--- src/rtl/piso_serializer.sv ---
`timescale 1ns/1ps
// piso_serializer: parallel-in serial-out transmitter.
// A WIDTH-bit word is accepted through a valid/ready handshake and then
// shifted onto sout one bit per clk. sframe marks the valid bits, and done
// pulses during the last bit of each word. A new word may be accepted during
// the last-bit cycle, so consecutive words are sent with no idle cycle.
module piso_serializer #(
  parameter int WIDTH     = 8,
  parameter bit MSB_FIRST = 1'b1
) (
  input  logic             clk,
  input  logic             rst,
  input  logic [WIDTH-1:0] din,
  input  logic             din_valid,
  output logic             din_ready,
  output logic             sout,
  output logic             sframe,
  output logic             done
);

  typedef enum logic [0:0] {
    IDLE  = 1'b0,
    SHIFT = 1'b1
  } state_t;

  localparam int            CW       = (WIDTH > 1) ? $clog2(WIDTH) : 1;
  localparam logic [CW-1:0] CNT_LAST = CW'(WIDTH - 1);
  localparam logic [CW-1:0] CNT_ZERO = {CW{1'b0}};
  localparam logic [CW-1:0] CNT_ONE  = CW'(1);

  // Returns the bit that goes on the line next, according to the bit order.
  function automatic logic head_bit(input logic [WIDTH-1:0] w);
    if (MSB_FIRST) begin
      return w[WIDTH-1];
    end else begin
      return w[0];
    end
  endfunction

  // Moves the next bit into the head position.
  function automatic logic [WIDTH-1:0] shift_one(input logic [WIDTH-1:0] w);
    if (MSB_FIRST) begin
      return {w[WIDTH-2:0], 1'b0};
    end else begin
      return {1'b0, w[WIDTH-1:1]};
    end
  endfunction

  state_t           state;
  state_t           state_nxt;
  logic [WIDTH-1:0] shreg;
  logic [WIDTH-1:0] shreg_nxt;
  logic [CW-1:0]    cnt;
  logic [CW-1:0]    cnt_nxt;
  logic             accept;

  // Ready in IDLE or on the last bit of a word; held low while in reset.
  assign din_ready = rst & ((state == IDLE) | (cnt == CNT_ZERO));
  assign accept    = din_valid & din_ready;

  // Next-state logic: load on accept, shift while a word is in flight, and
  // clear the datapath on leaving SHIFT so no bits can leak later.
  always_comb begin
    state_nxt = state;
    shreg_nxt = shreg;
    cnt_nxt   = cnt;
    case (state)
      IDLE: begin
        if (accept) begin
          state_nxt = SHIFT;
          shreg_nxt = din;
          cnt_nxt   = CNT_LAST;
        end else begin
          state_nxt = IDLE;
          shreg_nxt = {WIDTH{1'b0}};
          cnt_nxt   = CNT_ZERO;
        end
      end
      SHIFT: begin
        if (cnt == CNT_ZERO) begin
          if (accept) begin
            state_nxt = SHIFT;
            shreg_nxt = din;
            cnt_nxt   = CNT_LAST;
          end else begin
            state_nxt = IDLE;
            shreg_nxt = {WIDTH{1'b0}};
            cnt_nxt   = CNT_ZERO;
          end
        end else begin
          state_nxt = SHIFT;
          shreg_nxt = shift_one(shreg);
          cnt_nxt   = cnt - CNT_ONE;
        end
      end
      default: begin
        state_nxt = IDLE;
        shreg_nxt = {WIDTH{1'b0}};
        cnt_nxt   = CNT_ZERO;
      end
    endcase
  end

  // State, datapath and registered line outputs; outputs are derived from the
  // next state so they line up with the bit held at the shift-register head.
  always_ff @(posedge clk or negedge rst) begin
    if (!rst) begin
      state  <= IDLE;
      shreg  <= {WIDTH{1'b0}};
      cnt    <= CNT_ZERO;
      sout   <= 1'b0;
      sframe <= 1'b0;
      done   <= 1'b0;
    end else begin
      state  <= state_nxt;
      shreg  <= shreg_nxt;
      cnt    <= cnt_nxt;
      sout   <= (state_nxt == SHIFT) ? head_bit(shreg_nxt) : 1'b0;
      sframe <= (state_nxt == SHIFT);
      done   <= (state_nxt == SHIFT) && (cnt_nxt == CNT_ZERO);
    end
  end

endmodule
--- config.mk ---
export PLATFORM = sky130hd
export DESIGN_NAME = piso_serializer
export DESIGN_NICKNAME = d
export VERILOG_FILES = /design/src/rtl/piso_serializer.sv
export SDC_FILE = /design/constraint.sdc
export NUM_CORES = 1
export LEC_CHECK = 0
export CAP_MARGIN = 40
export CORE_MARGIN = 3
export CORE_UTILIZATION = 35
export CTS_CLUSTER_DIAMETER = 30
export DETAILED_ROUTE_END_ITERATION = 7
export DONT_BUFFER_PORTS = 1
export GPL_TIMING_DRIVEN = 0
export REMOVE_ABC_BUFFERS = 1
export SLEW_MARGIN = 40
export SYNTH_ARGS = -nofsm -noshare
export SYNTH_HDL_FRONTEND = slang
export SYNTH_SLANG_ARGS = --single-unit
--- constraint.sdc ---
create_clock -name clk -period 4.29 [get_ports clk]
set_input_delay 0.858 -clock clk [delete_from_list [all_inputs] [get_ports clk]]
set_output_delay 0.858 -clock clk [all_outputs]
set_load 0.05 [all_outputs]
== Word level (Yosys, flattened, before mapping) ==
Index checks and enable logic that the tools add are counted.

* Add/sub/neg operators: 1
* $mul: 0
* Div/mod/pow operators: 0
* Magnitude comparators: 0
* Equal/unequal tests: 0
* Shift operators: 0
* Muxes and demuxes: 10
* Bitwise logic cells: 4
* Reduce and logical (&&, ||, !) cells: 3

{| class="wikitable"
|+ Operators by type and width
! cell !! count
|-
| $mux W8 || 2
|-
| $pmux W8 S2 || 1
|-
| $logic_not A3 Y1 || 2
|-
| $mux W3 || 2
|-
| $pmux W3 S2 || 1
|-
| $mux W1 || 3
|-
| $sub A3 B1 Y3 const B || 1
|-
| $and A1 B1 Y1 || 2
|-
| $pmux W1 S2 || 1
|-
| $logic_and A1 B1 Y1 || 1
|-
| $not A1 Y1 || 1
|-
| $or A1 B1 Y1 || 1
|}

* Register bits: 13
* Bits in latches: 0
* Bits in writable memories: 0
* Memory bits (read-only): 0
* Input bits: 11
* Output and inout bits: 4
* Word-level logic and storage cells: 23
* Memories: 0

== Longest topological paths before layout ==
Gate-level depths: netlist of the first run.

* Depth after elaboration: 9
* Mapped depth: 6
* Gate-level depth less buffers: 5

== Least setup slack after synthesis of the first run ==
No wires, ideal clock.

* Kind: reg2out
* Start: reg cnt[0]
* End: out din_ready
* Data arrival time: 1.429 ns
* Required time: 3.432 ns
* Path slack: 2.003 ns
* Cell stages (with the launch flop): 7
* Path buffers: 1
* Cells stage by stage: dfrtp_1 > inv_1 > ha_1 > inv_1 > o21ai_4 > buf_6 > and2_1

* Word-level cells in the longest chain between the ends: 3

{| class="wikitable"
|+ RTL lines
! what !! RTL line !! text
|-
| from (decl) || 53 || <nowiki>logic [CW-1:0] cnt;</nowiki>
|-
| from (signal assigned) || 117 || <nowiki>cnt <= cnt_nxt;</nowiki>
|-
| $logic_not A3 Y1 || 58 || <nowiki>assign din_ready = rst & ((state == IDLE) | (cnt == CNT_ZERO));</nowiki>
|-
| $or A1 B1 Y1 || 58 ||
|-
| $and A1 B1 Y1 || 58 ||
|-
| to (decl) || 15 || <nowiki>output logic din_ready,</nowiki>
|}

Every way passes these cells.

== Worst setup path after layout of the first run ==
Same ends and word-level chain as after synthesis.

==> impl_metrics.tcl, run 1 <==
set metrics [dict create \
    critPathRequiredTime_ns 3.43 \
    maxSlewViolCount 0 \
    synthArstFlopShare_pct 100 \
    rrSetupSlack_ns 2.70 \
    grt_max_degree 24 \
    fp.dieW_um 47.3 \
    synthToLayoutAreaGrowth_pct 5.88 \
    hold_viol 0 \
    postRouteAntennaNets 0 \
    tightest_slew_ns 0.524 \
    ys_seq_elements 13 \
    cts.htree.levels 1 \
    die_h_um 47.3 \
    drt_wl_total_um 866 \
    synth_area_leaders "dfrtp_1 (55%), mux2_2 (7.6%), mux2_4 (7.6%)" \
    clkTransAtPathRegs_ns 0.08 \
    synth_edf_count 0 \
    cts-buffers-inserted 3 \
    critPathKind "register to output pin" \
    grt_pass1_wl_um 1400 \
    critPathMaxFanout 14 \
    placed_area_sq_um 604 \
    start_util_pct 38.2 \
    cts_hold_buf 0 \
    first_pass_iters 3 \
    clock_sinks 13 \
    grt_setup_unrepaired "false" \
    drtIter0Drc 4 \
    arrival_ns 1.88 \
    fp.coreArea_sq_um 1560 \
    grt_usage_pct 9.63 \
    min_period_ns 2.73 \
    synth_ff_type "dfrtp_1" \
    gp_congestion 0.626 \
    holdWs_ns 0.269 \
    drcViolationCount 0 \
    netlist_area_sq_um 596 \
    syn_area_per_cell_sq_um 13.5 \
    ir_drop_mv 0.348 \
    setup_ws_ns 1.56 \
    yosysMostFrequentCell "dfrtp_1" \
    num_io_pins 15 \
    max_freq_mhz 366 \
    endpoint_kind "output pin" \
    die_area_sq_um 2230 \
    cts_setup_buffers 0 \
    rows 14 \
    io_buffers 0 \
    tns_ns 0 \
    dp_hpwl_um 607 \
    diodes 0 \
    grt-ovfl-total 0 \
    grt_antenna_before_repair 0 \
    yosys.area.top_type "dfrtp_1" \
    relSlewSlack_pct 65.1 \
    total_power_mw 0.453 \
    nets 61 \
    clk_latency_ns 0.27 \
    syn_inst 44 \
    grt_pass1_vias 291 \
    drive_gt1_share_pct 23.4 \
    cp-start-kind "register" \
    ys_seq_area_share_pct 54.6 \
    place_ws_ns 1.84 \
    p_leak_nw 0.337 \
    postCtsResizedCells 0 \
    setup_violations 0 \
    vias 313 \
    ys_types 14 \
    cts_tree "done" \
    wl_per_cell_um 13.7 \
    yosys_warnings 0 \
    hp-class "primary input to async pin" \
    cts_buffer_depth 2 \
    skew_ns 0.00505 \
    routed_via_density 4.97 \
    synthTopCellsByCount "dfrtp_1 (13), and3_1 (7), mux2_2 (4)" \
    clockRootBuffer "clkbuf_4" \
    run_status "complete, no violations" \
    fin_crit_sh_pct 63.7 \
    cap_viol_max_count 0 \
    power_density_nw_per_um2 719 \
    yosysTopAreaCellShare_pct 54.6 \
    finalInstanceArea_sq_um 631 \
]
worst paths after layout:
kind,start,to,cells after the start
max reg2reg,cnt[0]$_DFF_PN0_,shreg[1]$_DFF_PN0_,5
min in group clk,cnt[0]$_DFF_PN0_,cnt[0]$_DFF_PN0_,1
min,rst,shreg[1]$_DFF_PN0_,0
max in group asynchronous,rst,done$_DFF_PN0_,0
max,cnt[0]$_DFF_PN0_,din_ready,5
min reg2reg,cnt[0]$_DFF_PN0_,cnt[0]$_DFF_PN0_,1
per-layer routing:
layer	up-vias	part of all wire, %	GRT usage (%)
met5	-	0	0
met4	0	0	4.97
li1	158	-	-
met1	143	49	12.5
met2	12	42	11.2
met3	0	8.8	7.28
area by class of cell:
type                            instances  area [sq um]
Inverter                                3          11.3
Fill cell                             154           928
Sequential cell                        13           325
Tap cell                               16          20.0
Clock buffer                            4          26.3
Multi-Input combinational cell         27           248
flip-flops by register name, indices dropped and copies added (netlist names):
name   cells
cnt        3
done       1
shreg      7
sout       1
state      1
per-stage QoR:
stage / utilization [%] / cells
4_1_cts: 40.4 / 63
3_3_place_gp: 38.8 / 59
5_1_grt: 40.4 / 63
2_1_floorplan: - / 43
6_report: 40.4 / 63
3_5_place_dp: 38.8 / 59
cell families after synthesis:
logic type | Yosys count | synth area share [%]
and+or+nand+nor | 13 | 13.0
DFF | 13 | 54.6
muxes | 10 | 20.2
buffers and inverters | 4 | 3.78
adders and majority gates | 2 | 4.20
AOI/OAI and AO/OA | 1 | 2.73
xor gates and xnor gates | 1 | 1.47
critical path, stage by stage (launching register included):
cell,delay [ns]
dfrtp_1,0.39
inv_1,0.08
ha_1,0.14
inv_1,0.06
o21ai_4,0.41
and2_1,0.51
power by group:
| part | leakage [nW] | internal [mW] | switching (mW) | total (mW) |
|---|---|---|---|---|
| combinational | 0.152 | 0.0776 | 0.0825 | 0.160 |
| clock | 0.0150 | 0.0360 | 0.0376 | 0.0737 |
| sequential | 0.170 | 0.162 | 0.0578 | 0.220 |
| total | 0.337 | 0.275 | 0.178 | 0.453 |
placed cells by master, fill, tap and decap left out, types with 2 or more instances in the layout:
cell type	count
dfrtp_1	13
and3_1	7
mux2_2	4
inv_1	3
mux2_4	3
nand2_1	3
mux2i_1	3
clkbuf_4	3
ha_1	2
(Power assumes the default switching activity.)
==> run 2, diff against run 1 <==
==> constraint.sdc (replaced) <==
create_clock -name clk -period 2.5 [get_ports clk]
set_input_delay 0.5 -clock clk [delete_from_list [all_inputs] [get_ports clk]]
set_output_delay 0.5 -clock clk [all_outputs]
set_load 0.05 [all_outputs]
==> run 2 against run 1 <==
  * Sequential share of layout area shrank 0.91 points
  * Clock skew about the same
  * Final area increased by 1.8%
  * Core utilization rose by 0.72 points
  * Sequential power grew 71%
  * Worst hold slack improved by 0.12 ns
  * Critical path type unchanged
  * Critical endpoint unchanged
  * Largest cell class unchanged
  * Highest routed layer unchanged
==> impl_metrics.tcl, run 2 (synthesized netlist as in run 1, its figures left out) <==
set metrics [dict create \
    cap_viol_max_count 0 \
    final_common_cell "dfrtp_1" \
    num_io_pins 15 \
    crit_start "cnt[0]$_DFF_PN0_" \
    run_status "complete, no violations" \
    maxSlewViolCount 0 \
    min-delay-start "rst" \
    drtIter0Drc 5 \
    critical-path-slowest-cell "o21ai_4" \
    setup_violations 0 \
    gp_congestion 0.626 \
    critPathMaxFanout 14 \
    relSlewSlack_pct 62.2 \
    fin_crit_sh_pct 90.6 \
    arrival_ns 1.76 \
    power_density_nw_per_um2 1220 \
    skew_ns 0.00474 \
    grt_usage_pct 9.87 \
    post-route-util_pct 41.2 \
    drt_wl_total_um 890 \
    rows 14 \
    cts_buffer_depth 2 \
    largest_reg_flops 7 \
    clockRootBuffer "clkbuf_4" \
    crit_path_frequent_cell "inv_1" \
    finalInstanceArea_sq_um 642 \
    top_register "shreg" \
    grt_setup_unrepaired "false" \
    grt_pass1_vias 300 \
    min_period_ns 2.26 \
    cts.htree.levels 1 \
    fp.dieW_um 47.3 \
    total_power_mw 0.784 \
    postRouteAntennaNets 0 \
    synthToLayoutAreaGrowth_pct 7.77 \
    first_pass_iters 2 \
    clock_sinks 13 \
    holdWs_ns 0.387 \
    endpoint_kind "output pin" \
    max_stage_delay_ns 0.41 \
    cts_tree "done" \
    worstPathCellList "inv_1, ha_1, inv_1, o21ai_4, and2_2" \
    cts-buffers-inserted 3 \
    clk_latency_ns 0.27 \
    cts_setup_buffers 0 \
    cp-start-kind "register" \
    tightest_slew_ns 0.565 \
    nets 62 \
    vias 317 \
    grtUsageMet1_pct 12.5 \
    wl_per_cell_um 13.9 \
    grt_antenna_before_repair 0 \
    diodes 0 \
    die_h_um 47.3 \
    routed_via_density 4.95 \
    ir_drop_mv 0.606 \
    clkTransAtPathRegs_ns 0.07 \
    tns_ns 0 \
    busiest_layer "met1" \
    drcViolationCount 0 \
    p_leak_nw 0.342 \
    dp_hpwl_um 607 \
    max_freq_mhz 442 \
    io_buffers 0 \
    critPathRequiredTime_ns 2.00 \
    grt_pass1_wl_um 1420 \
    hold_viol 0 \
    drive_gt1_share_pct 25.0 \
    timing.rr.start "cnt[0]$_DFF_PN0_" \
    start_util_pct 38.2 \
    reg_top3 "shreg: 7 flops, cnt: 3 flops" \
    fp.coreArea_sq_um 1560 \
    placed_area_sq_um 604 \
    gr-usage-met2_pct 12.0 \
    hp-class "primary input to register" \
    critPathKind "register to output pin" \
    met3_usage_pct 7.28 \
    final_cell_mix "dfrtp_1 (13), and3_1 (7), mux2_2 (4)" \
    grt_max_degree 15 \
    grt-ovfl-total 0 \
    die_area_sq_um 2230 \
]
-- run 2: cell types whose count changed in the layout (fill, tap and decap cells not counted), sizes merged --
cell / before / now
dlygate4sd3: 0 / 1
-- run 2: cell type report --
| cell class | instances | area [sq um] |
|---|---|---|
| timing repair buffer | 1 | 10.0 |
| sequential | 13 | 325 |
| clock buffer | 4 | 26.3 |
| inverter | 3 | 11.3 |
| multi-input combinational | 27 | 249 |
| tap | 16 | 20.0 |
| fill | 154 | 917 |
-- run 2: final timing paths --
path | depth (start not counted) | slack, ns | to
hold / removal | 1 | 0.39 | shreg[0]$_DFF_PN0_
max in group asynchronous | 1 | 1.47 | done$_DFF_PN0_
setup / recovery | 5 | 0.24 | din_ready
hold reg to reg | 1 | 0.48 | cnt[0]$_DFF_PN0_
min in group asynchronous | 1 | 0.65 | shreg[3]$_DFF_PN0_
setup reg to reg | 5 | 0.91 | shreg[1]$_DFF_PN0_
-- run 2: what timing repair did --
action | in CTS | in global routing
setup endpoints to repair | 0 | 1
hold buffers | 1 | 0
hold endpoints to repair | 13 | 0
gates resized for setup | 0 | 1
-- run 2: power breakdown --
group,leakage (nW),internal [mW],switching [mW]
Combinational,0.157,0.136,0.146
Sequential,0.170,0.277,0.0991
Clock,0.0150,0.0619,0.0639
Total,0.342,0.475,0.309
-- run 2: metrics by stage --
stage,std cells,setup slack [ns]
after global placement,59,0.380
after floorplan,43,0.528
after CTS,64,0.0957
after global routing,64,0.108
after detailed placement,59,0.411
final,64,0.236
-- run 2: worst max-delay path: cells and delay by family, from the launching register on --
| family | cells | cell delay (ns) |
|---|---|---|
| AOI/OAI and AO/OA | 1 | 0.41 |
| and+or+nand+nor | 1 | 0.40 |
| DFF | 1 | 0.39 |
| buffers and inverters | 2 | 0.14 |
| adders and majority gates | 1 | 0.14 |
-- run 2: layer usage --
layer | vias to the layer above | wire (um)
met5 | - | 0
met4 | 0 | 0
met3 | 0 | 76
met2 | 12 | 378
met1 | 144 | 435
li1 | 161 | -
==> run 3, diff against run 2 <==
--- a/config.mk
+++ b/config.mk
@@ -6,14 +6,14 @@
 export NUM_CORES = 1
 export LEC_CHECK = 0
 export CAP_MARGIN = 40
-export CORE_MARGIN = 3
-export CORE_UTILIZATION = 35
+export CORE_AREA = 3 3 40 42
 export CTS_CLUSTER_DIAMETER = 30
 export DETAILED_ROUTE_END_ITERATION = 7
+export DIE_AREA = 0 0 43 45
 export DONT_BUFFER_PORTS = 1
 export GPL_TIMING_DRIVEN = 0
+export HOLD_SLACK_MARGIN = 0.05
 export REMOVE_ABC_BUFFERS = 1
-export SLEW_MARGIN = 40
 export SYNTH_ARGS = -nofsm -noshare
 export SYNTH_HDL_FRONTEND = slang
 export SYNTH_SLANG_ARGS = --single-unit
==> run 3 against run 2 <==
  * Final cell count is 1.6% lower
  * Critical path depth stayed put
  * Core utilization is 8.7 points higher
  * Non-clock buffer count stayed put
  * Sequential power hardly changed
  * First-iteration DRC count is 100% lower
  * Final area is 0.20% lower
  * Maximum frequency is 0.50% lower
  * Critical endpoint unchanged
==> impl_metrics.tcl, run 3 (synthesized netlist as in run 1, its figures left out) <==
set metrics [dict create \
    run_status "complete, no violations" \
    first_pass_iters 1 \
    cp-start-kind "register" \
    largest_reg_flops 7 \
    endpoint_kind "output pin" \
    p_leak_nw 0.342 \
    synthToLayoutAreaGrowth_pct 7.56 \
    cts.htree.levels 1 \
    final_cell_mix "dfrtp_1 (13), and3_1 (7), mux2_2 (4)" \
    power_density_nw_per_um2 1240 \
    ir_drop_mv 0.516 \
    drt_wl_total_um 1000 \
    post-route-util_pct 49.9 \
    postRouteAntennaNets 0 \
    routed_via_density 5.38 \
    rows 13 \
    finalNonFillerCells 63 \
    gp_congestion 0.593 \
    cts_setup_buffers 0 \
    die_area_sq_um 1940 \
    cap_viol_max_count 0 \
    worstReg2RegEnd "shreg[2]$_DFF_PN0_" \
    crit_start "cnt[0]$_DFF_PN0_" \
    setup_violations 0 \
    max_freq_mhz 439 \
    reg2reg_depth 5 \
    vias 339 \
    critPathRequiredTime_ns 2.00 \
    start_util_pct 46.3 \
    finalInstanceArea_sq_um 641 \
    diodes 0 \
    dp_hpwl_um 683 \
    fp.dieW_um 43 \
    rrSetupSlack_ns 0.88 \
    num_io_pins 15 \
    cts-buffers-inserted 3 \
    wl_per_cell_um 15.9 \
    critPathKind "register to output pin" \
    top_register "shreg" \
    tightest_slew_ns 0.586 \
    hp-class "primary input to register" \
    clock_sinks 13 \
    endpoint "din_ready" \
    min_period_ns 2.28 \
    grt_antenna_before_repair 0 \
    clk_latency_ns 0.27 \
    grt_pass1_wl_um 1790 \
    clockRootBuffer "clkbuf_4" \
    grt_setup_unrepaired "false" \
    maxSlewViolCount 0 \
    fin_crit_sh_pct 91.0 \
    tns_ns 0 \
    nets 62 \
    cts_tree "done" \
    drive_gt1_share_pct 25.0 \
    io_buffers 0 \
    dp.cells 58 \
    arrival_ns 1.78 \
    die_h_um 45 \
    critPathMaxFanout 14 \
    timing.rr.start "cnt[0]$_DFF_PN0_" \
    cts_buffer_depth 2 \
    final_common_cell "dfrtp_1" \
    grt-ovfl-total 0 \
    grt_pass1_vias 408 \
    reg_top3 "shreg: 7 flops, cnt: 3 flops" \
    skew_ns 0.00385 \
    placed_area_sq_um 603 \
    drtIter0Drc 0 \
    fp.coreArea_sq_um 1280 \
    clkTransAtPathRegs_ns 0.08 \
    relSlewSlack_pct 60.8 \
    grt_max_degree 15 \
    grt_usage_pct 13.1 \
    hold_viol 0 \
    drcViolationCount 0 \
]
-- run 3: cell counts in the layout (fill, tap and decap cells not counted) --
No cell type changed its count.
-- run 3: area by class of cell --
type	count	area, sq um
Inverter	3	11.3
Multi-Input combinational cell	27	249
Sequential cell	13	325
Fill cell	128	644
Timing Repair Buffer	1	10.0
Clock buffer	4	26.3
Tap cell	15	18.8
-- run 3: how the worst min path moves through the flow --
stage,from,endpoint,cells past startpoint
2_1_floorplan,rst,cnt[0]$_DFF_PN0_,0
3_3_place_gp,rst,shreg[2]$_DFF_PN0_,0
3_5_place_dp,rst,shreg[2]$_DFF_PN0_,0
4_1_cts,rst,shreg[0]$_DFF_PN0_,1
5_1_grt,rst,shreg[0]$_DFF_PN0_,1
6_report,rst,shreg[0]$_DFF_PN0_,1
-- run 3: per-stage QoR --
stage / worst slack, ns / hold WS [ns] / total power [mW]
CTS: 0.0731 / 0.394 / 0.808
detailed placement: 0.367 / 0.205 / 0.674
global route: 0.0935 / 0.394 / 0.856
global placement: 0.437 / 0.205 / 0.646
floorplan: 0.528 / 0.204 / 0.622
finish: 0.224 / 0.401 / 0.795
-- run 3: critical path, stage by stage (launching register included) --
cell	delay, ns
dfrtp_1	0.40
inv_1	0.09
ha_1	0.14
inv_1	0.06
o21ai_4	0.42
and2_2	0.40
-- run 3: timing repair --
item / 4_1_cts / 5_1_grt
gates resized for setup: 0 / 1
hold endpoints to repair: 13 / 0
hold buffers: 1 / 0
endpoints found under the setup margin: 0 / 1
-- run 3: where the power goes --
group,leakage (nW),switching (mW),internal (mW)
Clock,0.0150,0.0656,0.0617
Combinational,0.157,0.153,0.137
Sequential,0.170,0.101,0.277
-- run 3: metal layers --
layer	wire length [um]	global-route usage, %
met2	520	22.5
met1	415	15.5
met3	64	2.39
met4	4	7.23
met5	0	0
